## src/rtl/load_store_unit_pkg.sv

```systemverilog
// Shared encodings for the load/store unit: memory op codes, RV funct3 values,
// FSM states and the latched request payload.
package load_store_unit_pkg;

  localparam logic [3:0] MEM_OP_IDLE = 4'b0000;
  localparam logic [3:0] MEM_OP_SW   = 4'b0001;
  localparam logic [3:0] MEM_OP_SH   = 4'b0010;
  localparam logic [3:0] MEM_OP_SB   = 4'b0011;
  localparam logic [3:0] MEM_OP_LW   = 4'b0100;
  localparam logic [3:0] MEM_OP_LH   = 4'b0101;
  localparam logic [3:0] MEM_OP_LB   = 4'b0110;
  localparam logic [3:0] MEM_OP_LHU  = 4'b0111;
  localparam logic [3:0] MEM_OP_LBU  = 4'b1000;

  localparam logic [2:0] F3_B  = 3'b000;
  localparam logic [2:0] F3_H  = 3'b001;
  localparam logic [2:0] F3_W  = 3'b010;
  localparam logic [2:0] F3_BU = 3'b100;
  localparam logic [2:0] F3_HU = 3'b101;

  localparam int unsigned STATE_W = 2;
  localparam logic [STATE_W-1:0] ST_IDLE  = 2'd0;
  localparam logic [STATE_W-1:0] ST_CHECK = 2'd1;
  localparam logic [STATE_W-1:0] ST_ISSUE = 2'd2;
  localparam logic [STATE_W-1:0] ST_RESP  = 2'd3;

  typedef struct packed {
    logic        store;
    logic [2:0]  funct3;
    logic [31:0] addr;
    logic [31:0] wdata;
  } lsu_req_t;

endpackage

```

## src/rtl/lsu_req_check.sv

```systemverilog
// Combinational request validation: maps store/funct3 to a memory op code and
// flags illegal encodings, misalignment and accesses running past the memory end.
module lsu_req_check
  import load_store_unit_pkg::*;
#(
  parameter int unsigned MEM_BYTES = 12
) (
  input  logic        store_i,
  input  logic [2:0]  funct3_i,
  input  logic [31:0] addr_i,
  output logic [3:0]  mem_op_c_o,
  output logic        err_c_o
);

  logic [2:0]  size_c;
  logic [3:0]  op_c;
  logic        illegal_c;
  logic        misalign_c;
  logic        range_c;
  logic [32:0] last_c;

  always_comb begin
    size_c     = 3'd1;
    op_c       = MEM_OP_IDLE;
    illegal_c  = 1'b0;
    misalign_c = 1'b0;
    case (funct3_i)
      F3_B: op_c = store_i ? MEM_OP_SB : MEM_OP_LB;
      F3_H: begin
        size_c     = 3'd2;
        op_c       = store_i ? MEM_OP_SH : MEM_OP_LH;
        misalign_c = addr_i[0];
      end
      F3_W: begin
        size_c     = 3'd4;
        op_c       = store_i ? MEM_OP_SW : MEM_OP_LW;
        misalign_c = |addr_i[1:0];
      end
      F3_BU: begin
        op_c      = MEM_OP_LBU;
        illegal_c = store_i;
      end
      F3_HU: begin
        size_c     = 3'd2;
        op_c       = MEM_OP_LHU;
        illegal_c  = store_i;
        misalign_c = addr_i[0];
      end
      default: illegal_c = 1'b1;
    endcase
  end

  // 33-bit sum so addresses near 2^32 cannot wrap back into range
  assign last_c     = {1'b0, addr_i} + 33'(size_c) - 33'd1;
  assign range_c    = last_c >= 33'(MEM_BYTES);
  assign err_c_o    = illegal_c | misalign_c | range_c;
  assign mem_op_c_o = err_c_o ? MEM_OP_IDLE : op_c;

endmodule

```

## src/rtl/load_store_unit.sv

```systemverilog
// Data-memory initiator: accepts one core load/store at a time, validates it,
// drives the memory op for the issue window and returns the load result.
module load_store_unit
  import load_store_unit_pkg::*;
#(
  parameter int unsigned ADDR_BITS = 8,
  parameter int unsigned MEM_BYTES = 12,
  parameter int unsigned MEM_WAIT  = 1
) (
  input  logic                 clk,
  input  logic                 rst,
  input  logic                 req_valid,
  output logic                 req_ready,
  input  logic                 req_store,
  input  logic [2:0]           req_funct3,
  input  logic [31:0]          req_addr,
  input  logic [31:0]          req_wdata,
  output logic                 rsp_valid,
  input  logic                 rsp_ready,
  output logic [31:0]          rsp_rdata,
  output logic                 rsp_err,
  output logic [3:0]           mem_op,
  output logic [ADDR_BITS-1:0] mem_addr,
  output logic [31:0]          mem_wdata,
  input  logic [31:0]          mem_rdata
);

  localparam int unsigned CNT_W = $clog2(MEM_WAIT + 2);

  logic [STATE_W-1:0]   state_q, state_d;
  lsu_req_t             req_q, req_d;
  logic [CNT_W-1:0]     cnt_q, cnt_d;
  logic                 rsp_valid_q, rsp_valid_d;
  logic [31:0]          rsp_rdata_q, rsp_rdata_d;
  logic                 rsp_err_q, rsp_err_d;
  logic [3:0]           mem_op_q, mem_op_d;
  logic [ADDR_BITS-1:0] mem_addr_q, mem_addr_d;
  logic [31:0]          mem_wdata_q, mem_wdata_d;
  logic [3:0]           chk_op_c;
  logic                 chk_err_c;

  lsu_req_check #(
    .MEM_BYTES (MEM_BYTES)
  ) u_check (
    .store_i    (req_q.store),
    .funct3_i   (req_q.funct3),
    .addr_i     (req_q.addr),
    .mem_op_c_o (chk_op_c),
    .err_c_o    (chk_err_c)
  );

  // Next-state and registered-output logic
  always_comb begin
    state_d     = state_q;
    req_d       = req_q;
    cnt_d       = cnt_q;
    rsp_valid_d = rsp_valid_q;
    rsp_rdata_d = rsp_rdata_q;
    rsp_err_d   = rsp_err_q;
    mem_op_d    = mem_op_q;
    mem_addr_d  = mem_addr_q;
    mem_wdata_d = mem_wdata_q;
    case (state_q)
      ST_IDLE: begin
        if (req_valid) begin
          req_d.store  = req_store;
          req_d.funct3 = req_funct3;
          req_d.addr   = req_addr;
          req_d.wdata  = req_wdata;
          state_d      = ST_CHECK;
        end
      end
      ST_CHECK: begin
        cnt_d = '0;
        if (chk_err_c) begin
          rsp_err_d   = 1'b1;
          rsp_rdata_d = '0;
          rsp_valid_d = 1'b1;
          state_d     = ST_RESP;
        end else begin
          rsp_err_d   = 1'b0;
          mem_op_d    = chk_op_c;
          mem_addr_d  = req_q.addr[ADDR_BITS-1:0];
          mem_wdata_d = req_q.wdata;
          state_d     = ST_ISSUE;
        end
      end
      ST_ISSUE: begin
        if (req_q.store) begin
          mem_op_d    = MEM_OP_IDLE;
          rsp_rdata_d = '0;
          rsp_valid_d = 1'b1;
          state_d     = ST_RESP;
        end else if (cnt_q == CNT_W'(MEM_WAIT)) begin
          mem_op_d    = MEM_OP_IDLE;
          rsp_rdata_d = mem_rdata;
          rsp_valid_d = 1'b1;
          state_d     = ST_RESP;
        end else begin
          cnt_d = cnt_q + CNT_W'(1);
        end
      end
      ST_RESP: begin
        if (rsp_ready) begin
          rsp_valid_d = 1'b0;
          state_d     = ST_IDLE;
        end
      end
      default: state_d = ST_IDLE;
    endcase
  end

  always_ff @(posedge clk) begin
    if (rst) begin
      state_q     <= ST_IDLE;
      req_q       <= '0;
      cnt_q       <= '0;
      rsp_valid_q <= 1'b0;
      rsp_rdata_q <= '0;
      rsp_err_q   <= 1'b0;
      mem_op_q    <= MEM_OP_IDLE;
      mem_addr_q  <= '0;
      mem_wdata_q <= '0;
    end else begin
      state_q     <= state_d;
      req_q       <= req_d;
      cnt_q       <= cnt_d;
      rsp_valid_q <= rsp_valid_d;
      rsp_rdata_q <= rsp_rdata_d;
      rsp_err_q   <= rsp_err_d;
      mem_op_q    <= mem_op_d;
      mem_addr_q  <= mem_addr_d;
      mem_wdata_q <= mem_wdata_d;
    end
  end

  assign req_ready = (state_q == ST_IDLE);
  assign rsp_valid = rsp_valid_q;
  assign rsp_rdata = rsp_rdata_q;
  assign rsp_err   = rsp_err_q;
  assign mem_op    = mem_op_q;
  assign mem_addr  = mem_addr_q;
  assign mem_wdata = mem_wdata_q;

endmodule
```

## config.mk

```make
export PLATFORM = sky130hd
export DESIGN_NAME = load_store_unit
export DESIGN_NICKNAME = d
export VERILOG_FILES = /design/src/rtl/load_store_unit_pkg.sv /design/src/rtl/lsu_req_check.sv /design/src/rtl/load_store_unit.sv
export SDC_FILE = /design/constraint.sdc
export NUM_CORES = 1
export LEC_CHECK = 0
export CORE_ASPECT_RATIO = 1.4
export CORE_MARGIN = 2
export CORE_UTILIZATION = 55
export DETAILED_ROUTE_END_ITERATION = 8
export GPL_TIMING_DRIVEN = 0
export PLACE_DENSITY = 0.92
export RECOVER_POWER = 50
export SLEW_MARGIN = 15
export SYNTH_ARGS = -nofsm -noshare
export SYNTH_HDL_FRONTEND = slang
export SYNTH_SLANG_ARGS = --single-unit
```

## constraint.sdc

```tcl
create_clock -name clk -period 6.7 [get_ports clk]
set_input_delay 0.67 -clock clk [delete_from_list [all_inputs] [get_ports clk]]
set_output_delay 0.67 -clock clk [all_outputs]
set_load 0.05 [all_outputs]
```

==> impl_metrics.tcl, run 1 <==
set metrics [dict create \
    run_status "complete, no violations" \
    yosys_register_bits 150 \
    grt_pass1_wl_um 38600 \
    post_synth_fa_ha_maj_area_fraction_pct 6.32 \
    synth.yosys.seq_area_share_pct 37.4 \
    fmax_mhz 209 \
    worst_setup_path_start_kind "flip-flop" \
    clockBufferDepth 2 \
    path_clk_slew_ps 70 \
    synth-warning-count 0 \
    detailedRoute.firstIterationViolations 409 \
    unrepaired_setup_endpoints_after_global_routing "no" \
    finalNetCount 1348 \
    skew_ps 11.9 \
    p_leak_nw 4.60 \
    cp_slowest_stage_delay_ps 510 \
    fp.coreArea_um2 14400 \
    post_synth_xor_area_fraction_pct 1.31 \
    cts_tree "done" \
    crit_path_top_delay_cell "o31ai_1" \
    synth-compound-area-share_pct 16.8 \
    crit-reg2reg-capture "mem_addr[2]$_SDFFE_PP0P_" \
    cp_class "reg2reg" \
    crit_path_cell_trace "nand2b_1 > ha_1 > inv_1 > ha_1 > inv_1 > fa_1 > nand2b_1 > a21oi_1 > o31ai_1 > a21oi_1 > a2111oi_4 > nand4_1 > nor4_1 > o2111ai_1 > or3_1 > buf_2 > buf_6 > mux2i_1 > nor2_1" \
    syn_area_um2 8040 \
    worst_slew_pin_slew_ps 696 \
    finalHoldViolations 0 \
    muxShareOfSynthArea_pct 9.78 \
    drt_pass1_iterations 5 \
    final_layout_size_suffix_gt1_share_pct 5.92 \
    synth_top_cells_by_count "nand2_1 (215), dfxtp_1 (150), a21oi_1 (102), nor2_1 (77), mux2i_1 (74)" \
    fin_max_slew_vios 0 \
    postCtsHoldBufs 0 \
    power-per-cell-area_nw_per_um2 371 \
    global_route.usage.met2_pct 57.4 \
    grt_most_used_layer "met2" \
    postCtsSetupRepairBufs 0 \
    most_common_cell_in_the_synthesized_netlist "nand2_1" \
    hpwlAfterDp_um 17800 \
    finalNonFillerCells 1406 \
    dieArea_um2 15600 \
    globalRouteTotalUtil_pct 31.0 \
    grt_max_degree 19 \
    final_min_period_over_clock_period_pct 71.3 \
    synth_top_family_by_area "simple AND/OR/NAND/NOR gates" \
    worstPathRequired_ps 6990 \
    areaGrowthSynthToFinish_pct 33.3 \
    max_cap_violations 0 \
    wire_per_inst_um 17.0 \
    cell_type_with_the_largest_total_area_after_synthesis "dfxtp_1" \
    placementRows 52 \
    die-height_um 147 \
    irDropWorstVdd_mv 0.224 \
    antenna-diode-count 0 \
    dieWidth_um 106 \
    finalSetupViolations 0 \
    post-route-worst-setup-slack_ps 1920 \
    placement.cell_area_um2 10100 \
    yosys.area.top_type_share_pct 37.4 \
    synth_enable_flop_cells 0 \
    hold_ws_ps 454 \
    cts-htree-levels 4 \
    worst_setup_path_endpoint "mem_addr[2]$_SDFFE_PP0P_" \
    timing.critical_path.arrival_ps 5070 \
    crit_buf_inv 4 \
    critical_path.endpoint_type "flip-flop" \
    hold_class "reg2reg" \
    post_synth_inst_count 1004 \
    synthesis.nets 1148 \
    post-place-ws_ps 2060 \
    finalSetupTns_ps 0 \
    timing.max_slew.rel_slack_pct 53.6 \
    io_buffers 181 \
    drc 0 \
    antenna_found_initial 0 \
    synth_flop_type "dfxtp_1" \
    grt.met1_usage_pct 30.5 \
    synth_async_sr_flop_share_pct 0 \
    fin_crit_ps 4780 \
    setup.reg_to_reg.worst_slack_ps 1920 \
    vias 7963 \
    avgViaCountPerCell 5.66 \
    grt_remaining_overflow 0 \
    synth_cell_type_count 69 \
    placed_cells_incl_taps 1374 \
    grt_pass1_vias 8085 \
    crit_path_max_fanout 10 \
    grt.met3_usage_pct 7.63 \
    synth_top_cells_by_area "dfxtp_1 (37%), nand2_1 (10%), mux2i_1 (9.2%), a21oi_1 (6.4%), ha_1 (6.1%)" \
    gp_congestion 0.962 \
    floorplan.io_pins 183 \
    ctsResizeCount 0 \
    ant_nets 0 \
    worst_setup_path_startpoint "req_q[65]$_SDFFE_PP0P_" \
    clk-insertion-delay-late_ps 430 \
    floorplan.initialDensity_pct 55.9 \
    crit-reg2reg-launch "req_q[65]$_SDFFE_PP0P_" \
    critPathTopFamily "compound AO/OA/AOI/OAI gates" \
    mapped_avg_cell_area_um2 8.01 \
    clock_sinks 150 \
    synth_simple_gate_area_share_pct 22.8 \
    root_buffer "clkbuf_16" \
    critical_path_cell_count 19 \
    ff2ff_path_depth 19 \
    cts_inserted_buffers 17 \
    routed_wl_um 24000 \
    finalInstanceArea_um2 10700 \
]
==> kinds of logic (layout without fill, tap and decap cells) <==
group | Yosys count | count (layout)
xor+xnor | 12 | 12
buf+inv | 108 | 321
flops | 150 | 150
fa+ha+maj | 40 | 40
mux | 78 | 78
compound gates | 208 | 208
simple gates | 408 | 408
==> area by class of cell <==
cell class,count,area [µm²]
fill,1014,3660
clock buffer,17,425
timing repair buffer,181,1810
sequential,150,3000
inverter,51,191
clock inverter,15,203
buffer,57,259
tap,189,236
multi-input combinational,746,4580
==> worst reg2reg max path: stages, from the launching register on <==
cell	delay (ps)
dfxtp_1	370
nand2b_1	220
ha_1	290
inv_1	40
ha_1	240
inv_1	80
fa_1	190
nand2b_1	140
a21oi_1	140
o31ai_1	510
a21oi_1	230
a2111oi_4	330
nand4_1	140
nor4_1	420
o2111ai_1	260
or3_1	390
buf_2	190
buf_6	180
mux2i_1	180
nor2_1	80
==> layout by cell type, fill, tap and decap left out, types with 4 or more instances in the layout <==
master           netlist  layout
nor2_1                77      77
clkbuf_16              0      17
dfxtp_1              150     150
a31oi_1                9       9
nand2b_1              47      47
buf_2                 12      12
inv_1                 51      51
nand2_1              215     215
nand3b_1               5       5
a211oi_1               5       5
xnor2_1                8       8
clkdlybuf4s50_1        0     118
nor4_1                 5       5
ha_1                  39      39
dlygate4sd3_1          0      63
o21a_1                 7       7
nor2b_1                6       6
nand3_1                6       6
a21o_1                10      10
xor2_1                 4       4
clkinv_8               0       4
nand4_1               14      14
buf_6                  4       4
o21ai_0               22      22
mux2i_1               74      74
o2111ai_1              6       6
nor3_1                14      14
o211ai_1              10      10
inv_8                  0       5
clkbuf_1              40      40
a21oi_1              102     102
mux2_2                 4       4
==> metal layers <==
metal	vias up	part of all wire [%]
met4	0	5.9
met2	260	53
met3	94	5.3
met5	-	0
met1	3759	36
li1	3850	-
==> power by group <==
group,switching [mW],internal (mW),total [mW]
combinational,1.17,0.733,1.91
clock,0.460,0.545,1.00
sequential,0.0745,0.986,1.06
total,1.71,2.26,3.97
==> worst min-delay path by stage <==
stage	startpoint	to	slack, ps	cells past startpoint
floorplan	req_q[0]$_SDFFE_PP0P_	req_q[0]$_SDFFE_PP0P_	440	2
global placement	req_q[2]$_SDFFE_PP0P_	req_q[2]$_SDFFE_PP0P_	440	2
detailed placement	req_q[13]$_SDFFE_PP0P_	req_q[13]$_SDFFE_PP0P_	450	2
CTS	req_q[8]$_SDFFE_PP0P_	req_q[8]$_SDFFE_PP0P_	460	2
global route	req_q[13]$_SDFFE_PP0P_	req_q[13]$_SDFFE_PP0P_	480	2
finish	req_q[4]$_SDFFE_PP0P_	req_q[4]$_SDFFE_PP0P_	450	2
==> through the flow <==
stage / util (%) / power [mW]
global placement: 70.1 / 2.91
detailed placement: 70.1 / 2.94
floorplan: - / 2.48
finish: 74.5 / 3.97
CTS: 74.5 / 3.96
global route: 74.5 / 4.21
==> state kept, by name (all words and copies together), names as in the netlist, 2 cells and up <==
register / count
state_q: 2
mem_op: 4
cnt_q: 2
mem_addr: 8
rsp_rdata: 32
mem_wdata: 32
req_q: 68
No activity file was read; power rests on OpenSTA's default activity.
==> inputs of run 2 (changes only) <==
--- a/config.mk
+++ b/config.mk
@@ -7,10 +7,10 @@
 export LEC_CHECK = 0
 export CORE_ASPECT_RATIO = 1.4
 export CORE_MARGIN = 2
-export CORE_UTILIZATION = 55
+export CORE_UTILIZATION = 46
 export DETAILED_ROUTE_END_ITERATION = 8
 export GPL_TIMING_DRIVEN = 0
-export PLACE_DENSITY = 0.92
+export PLACE_DENSITY = 0.83
 export RECOVER_POWER = 50
 export SLEW_MARGIN = 15
 export SYNTH_ARGS = -nofsm -noshare
==> constraint.sdc (replaced) <==
create_clock -name clk -period 4.2 [get_ports clk]
set_input_delay 0.42 -clock clk [delete_from_list [all_inputs] [get_ports clk]]
set_output_delay 0.42 -clock clk [all_outputs]
set_load 0.05 [all_outputs]
==> run 2 against run 1 <==
Effect of this change: the run now ends with setup timing left; cell count grew 4.6%; global-route usage shrank 5.8 points; utilization shrank 9.3 points; critical path depth shrank 1; worst hold slack gained 1.3 ps; clock power grew 56%; sequential power grew 60%; largest power group unchanged.
==> impl_metrics.tcl, run 2 (synthesized netlist as in run 1, its figures left out) <==
set metrics [dict create \
    failed_checks "setup timing" \
    vias 7923 \
    most-common-layout-cells "nand2_1 (214), dfxtp_1 (147), clkdlybuf4s50_1 (139), a21oi_1 (100), nor2_1 (76)" \
    hpwlAfterDp_um 17300 \
    crit_buf_inv 3 \
    skew_ps 7.93 \
    fp.coreArea_um2 17300 \
    wire_per_inst_um 16.3 \
    worstPathRequired_ps 4500 \
    irDropWorstVdd_mv 0.324 \
    run_status "finished with violations" \
    clockBufferDepth 2 \
    clock_sinks 150 \
    final_core_util_pct 65.3 \
    worst_setup_path_start_kind "flip-flop" \
    fin_max_slew_vios 0 \
    final_layout_size_suffix_gt1_share_pct 9.48 \
    root_buffer "clkbuf_16" \
    crit_path_top_delay_cell "or3_4" \
    finalNonFillerCells 1470 \
    clk-insertion-delay-late_ps 430 \
    antenna_found_initial 0 \
    io_buffers 181 \
    p_int_mw 3.84 \
    share_comb_of_total_power_pct 51.6 \
    timing.critical_path.arrival_ps 4540 \
    layout.cells.most_common "nand2_1" \
    cp_slowest_stage_delay_ps 430 \
    hold_class "reg2reg" \
    grt_max_degree 18 \
    dieArea_um2 18600 \
    crit_path_cell_trace "nor2_4 > nand2_2 > ha_4 > inv_1 > ha_1 > a211oi_4 > o21ai_2 > a32oi_2 > a21o_1 > nand2b_1 > mux2_2 > nor4_4 > o2111ai_2 > or3_4 > buf_12 > clkbuf_16 > mux2i_1 > nor2_1" \
    max_cap_violations 0 \
    cts_tree "done" \
    fmax_mhz 236 \
    antenna-diode-count 0 \
    floorplan.initialDensity_pct 46.6 \
    post-place-ws_ps -354 \
    power.sequential.fraction_pct 25.2 \
    crit_path_max_fanout 8 \
    power.share.clock_pct 23.2 \
    finalSetupTns_ps -88.5 \
    grt_pass1_wl_um 37200 \
    finalNetCount 1365 \
    areaGrowthSynthToFinish_pct 40.1 \
    grt_remaining_overflow 0 \
    globalRouteTotalUtil_pct 25.2 \
    worst_slew_pin_slew_ps 711 \
    avgViaCountPerCell 5.39 \
    net-switching-power_mw 2.88 \
    dieWidth_um 116 \
    cts-htree-levels 4 \
    cts_inserted_buffers 17 \
    routed_wl_um 24000 \
    drt_pass1_iterations 5 \
    postCtsHoldBufs 0 \
    finalSetupViolations 10 \
    power-per-cell-area_nw_per_um2 597 \
    ant_nets 0 \
    placed_cells_incl_taps 1421 \
    largest_register_ff_count 68 \
    p_leak_nw 4.71 \
    die-height_um 160 \
    final_min_period_over_clock_period_pct 101 \
    floorplan.io_pins 183 \
    switching_share_pct 42.9 \
    grt_pass1_vias 7807 \
    critPathTopFamily "compound AO/OA/AOI/OAI gates" \
    path_clk_slew_ps 70 \
    drc 0 \
    registers.top_by_ff_count "req_q" \
    finalHoldViolations 0 \
    post-route-worst-setup-slack_ps -37.8 \
    cp_class "reg2reg" \
    gp_congestion 0.952 \
    unrepaired_setup_endpoints_after_global_routing "yes" \
    critical_path.endpoint_type "flip-flop" \
    timing.max_slew.rel_slack_pct 52.1 \
    fin_crit_ps 4240 \
    placementRows 57 \
    detailedRoute.firstIterationViolations 433 \
]
run 2: cell count changes in the layout (fill, tap and decap cells not counted), sizes merged:
cell           change
buf               +12
clkinvlp           +3
dlygate4sd3       -21
clkinv             -3
clkbuf             +5
clkdlybuf4s50     +21
run 2: final timing paths:
path | start | end | slack (ps) | cells past startpoint
worst max-delay path | req_q[64]$_SDFFE_PP0P_ | mem_wdata[23]$_SDFFE_PP0P_ | -40 | 18
worst min-delay path | req_q[15]$_SDFFE_PP0P_ | req_q[15]$_SDFFE_PP0P_ | 460 | 2
worst max register to register | req_q[64]$_SDFFE_PP0P_ | mem_wdata[23]$_SDFFE_PP0P_ | -40 | 18
worst min register to register | req_q[15]$_SDFFE_PP0P_ | req_q[15]$_SDFFE_PP0P_ | 460 | 2
run 2: routing by layer:
layer  track usage [%]  share of wire (%)  up-vias
met5                 0                  0        -
met4              12.1                4.6        0
met3              5.25                4.7       79
met2              47.1                 54      252
met1              26.0                 37     3714
li1                  -                  -     3878
run 2: worst min-delay path: stages (launching register included):
cell and delay [ps]:
dfxtp_1 310, nand2_1 50, a21oi_1 50
run 2: final cells by class:
class,count,area (µm²)
inverters,51,194
fillers,1428,6000
clock buffers,17,425
multi-input cells,746,4780
repair buffers,198,2030
plain buffers,57,334
clock inverters,15,184
well taps,236,295
flip-flops and latches,150,3010
run 2: stage by stage:
stage / instance area (µm²) / hold WS, ps / power [mW]
final: 11300 / 455 / 6.72
after global routing: 11300 / 481 / 7.11
after CTS: 10900 / 456 / 6.44
after detailed placement: 10100 / 446 / 4.71
after global placement: 10100 / 441 / 4.67
after floorplan: 8040 / 436 / 3.96
run 2: power by group through the flow:
stage          clock network, mW  registers, mW  logic [mW]
2_1_floorplan                  0           1.78        2.18
3_3_place_gp                   0           1.71        2.96
3_5_place_dp                   0           1.72        2.99
4_1_cts                     1.59           1.69        3.17
5_1_grt                     1.65           1.71        3.76
6_report                    1.56           1.70        3.47
run 2: timing repair:
item,4_1_cts,5_1_grt
gates cloned,0,5
pin swaps,10,15
gates resized for setup,25,38
buffers inserted,7,5
endpoints found under the setup margin,78,79
==> inputs of run 3 (changes only) <==
--- a/config.mk
+++ b/config.mk
@@ -12,6 +12,7 @@
 export GPL_TIMING_DRIVEN = 0
 export PLACE_DENSITY = 0.83
 export RECOVER_POWER = 50
+export REMOVE_ABC_BUFFERS = 1
 export SLEW_MARGIN = 15
 export SYNTH_ARGS = -nofsm -noshare
 export SYNTH_HDL_FRONTEND = slang
==> run 3 against run 2 <==
Effect of this change: the run now ends clean; first-iteration DRC count fell by 20%; combinational power rose by 8.1%; flip-flop and latch count did not move; non-clock buffer count fell by 43; clock-buffer cell count did not move; sequential power barely moved.
==> impl_metrics.tcl, run 3 (synthesized netlist as in run 1, its figures left out) <==
set metrics [dict create \
    power.share.clock_pct 21.9 \
    routed_wl_um 24000 \
    crit_path_cell_trace "nor2_4 > nand2_2 > buf_6 > ha_4 > inv_1 > ha_2 > o211ai_1 > buf_4 > o21ai_4 > a32oi_2 > a21o_1 > nand2b_1 > mux2_4 > nor4_4 > buf_4 > o2111ai_4 > buf_6 > nor3_4 > nor2_4 > buf_8 > mux2i_2" \
    post-route-worst-setup-slack_ps 2.66 \
    io_buffers 182 \
    avgViaCountPerCell 5.43 \
    fin_crit_ps 4200 \
    grt_remaining_overflow 0 \
    post-place-ws_ps -452 \
    cp_class "reg2reg" \
    layout.cells.most_common "nand2_1" \
    timing.critical_path.arrival_ps 4520 \
    areaGrowthSynthToFinish_pct 40.3 \
    grt_pass1_vias 7662 \
    antenna_found_initial 0 \
    power-per-cell-area_nw_per_um2 618 \
    placementRows 57 \
    share_comb_of_total_power_pct 53.8 \
    finalNetCount 1330 \
    unrepaired_setup_endpoints_after_global_routing "yes" \
    run_status "complete, no violations" \
    path_clk_slew_ps 70 \
    final_min_period_over_clock_period_pct 99.9 \
    power.sequential.fraction_pct 24.2 \
    clk-insertion-delay-late_ps 430 \
    detailedRoute.firstIterationViolations 348 \
    cts_tree "done" \
    fp.coreArea_um2 17300 \
    worst_setup_path_startpoint "req_q[64]$_SDFFE_PP0P_" \
    switching_share_pct 43.5 \
    registers.top_by_ff_count "req_q" \
    antenna-diode-count 0 \
    final_layout_size_suffix_gt1_share_pct 11.4 \
    most-common-layout-cells "nand2_1 (214), clkdlybuf4s50_1 (150), dfxtp_1 (147), a21oi_1 (99), nor2_1 (76)" \
    num-fill-cells 1448 \
    placed_cells_incl_taps 1371 \
    dieArea_um2 18600 \
    fmax_mhz 238 \
    die-height_um 160 \
    worst_setup_path_start_kind "flip-flop" \
    floorplan.initialDensity_pct 46.6 \
    wire_per_inst_um 16.7 \
    worst_slew_pin_slew_ps 1420 \
    finalHoldViolations 0 \
    clockBufferDepth 2 \
    cts_inserted_buffers 17 \
    finalSetupViolations 0 \
    hold_ws_ps 358 \
    finalInstanceArea_um2 11300 \
    floorplan.io_pins 183 \
    gp_congestion 0.881 \
    total_power_mw 6.96 \
    final_core_util_pct 65.3 \
    p_int_mw 3.94 \
    dieWidth_um 116 \
    largest_register_ff_count 68 \
    finalSetupTns_ps 0 \
    ant_nets 0 \
    crit_path_max_fanout 8 \
    vias 7788 \
    worst_hold_startpoint "rst" \
    fin_max_slew_vios 0 \
    drc 0 \
    placement.cell_area_um2 10000 \
    root_buffer "clkbuf_16" \
    globalRouteTotalUtil_pct 25.7 \
    critical_path.endpoint_type "flip-flop" \
    cp_slowest_stage_delay_ps 370 \
    finalNonFillerCells 1435 \
    hpwlAfterDp_um 15300 \
    p_leak_nw 4.65 \
    area.sequential_um2 3010 \
    crit_path_top_delay_cell "dfxtp_4" \
    worstPathRequired_ps 4520 \
    max_cap_violations 0 \
    clock_sinks 150 \
    hold_class "in2reg" \
    crit-reg2reg-launch "req_q[64]$_SDFFE_PP0P_" \
    cts-htree-levels 4 \
    drt_pass1_iterations 5 \
    multi_input_area_um2 5010 \
    irDropWorstVdd_mv 0.330 \
    net-switching-power_mw 3.03 \
    grt_pass1_wl_um 37800 \
    grt_max_degree 104 \
    skew_ps 12.0 \
    timing.max_slew.rel_slack_pct 5.32 \
]
-- run 3: cell types whose count changed in the layout (fill, tap and decap cells not counted), moves of 7 or more --
cell,change
buf_2,-8
or3_4,+7
clkbuf_1,-40
buf_6,+7
dlygate4sd3_1,-11
clkdlybuf4s50_1,+11
-- run 3: critical path: cells and delay by family, from the launching register on --
family	cells	cell delay, ps
buffers and inverters	6	950
AO/OA/AOI/OAI	5	970
adder cells (fa/ha/maj)	2	440
AND/OR/NAND/NOR	6	880
flip-flops	1	370
multiplexers	2	460
-- run 3: area by class of cell --
cell class / instances / area share, %
Multi-Input combinational cell: 754 / 44.4
Sequential cell: 150 / 26.7
Timing Repair Buffer: 212 / 19.1
Clock buffer: 17 / 3.77
Tap cell: 236 / 2.62
Inverter: 51 / 1.72
Clock inverter: 15 / 1.64
-- run 3: per-layer routing --
metal | GRT usage, % | share of wire, % | wire length [µm] | vias to the layer above
met2 | 47.8 | 54 | 13000 | 237
li1 | - | - | - | 3825
met3 | 6.60 | 5.4 | 1290 | 66
met4 | 10.6 | 3.7 | 888 | 0
met5 | 0 | 0 | 0 | -
met1 | 26.7 | 37 | 8790 | 3660
-- run 3: worst paths after layout --
| path | end | slack (ps) | depth (start not counted) |
|---|---|---|---|
| max | rsp_rdata[16]$_SDFFE_PP0P_ | 3 | 21 |
| max reg2reg | rsp_rdata[16]$_SDFFE_PP0P_ | 3 | 21 |
| min reg2reg | req_q[27]$_SDFFE_PP0P_ | 450 | 2 |
| min | mem_wdata[5]$_SDFFE_PP0P_ | 360 | 2 |
-- run 3: timing repair --
item	CTS	global route
hold buffers	0	0
pin swaps	13	34
endpoints found under the setup margin	78	78
setup buffers	7	15
gates resized for setup	31	46
cloned	8	2
-- run 3: power by group through the flow --
| stage | logic [mW] | registers (mW) | clock network [mW] |
|---|---|---|---|
| after floorplan | 2.14 | 1.78 | 0 |
| after global placement | 2.95 | 1.71 | 0 |
| after detailed placement | 3.01 | 1.72 | 0 |
| after CTS | 3.29 | 1.69 | 1.55 |
| after global routing | 4.07 | 1.71 | 1.61 |
| final | 3.75 | 1.69 | 1.53 |
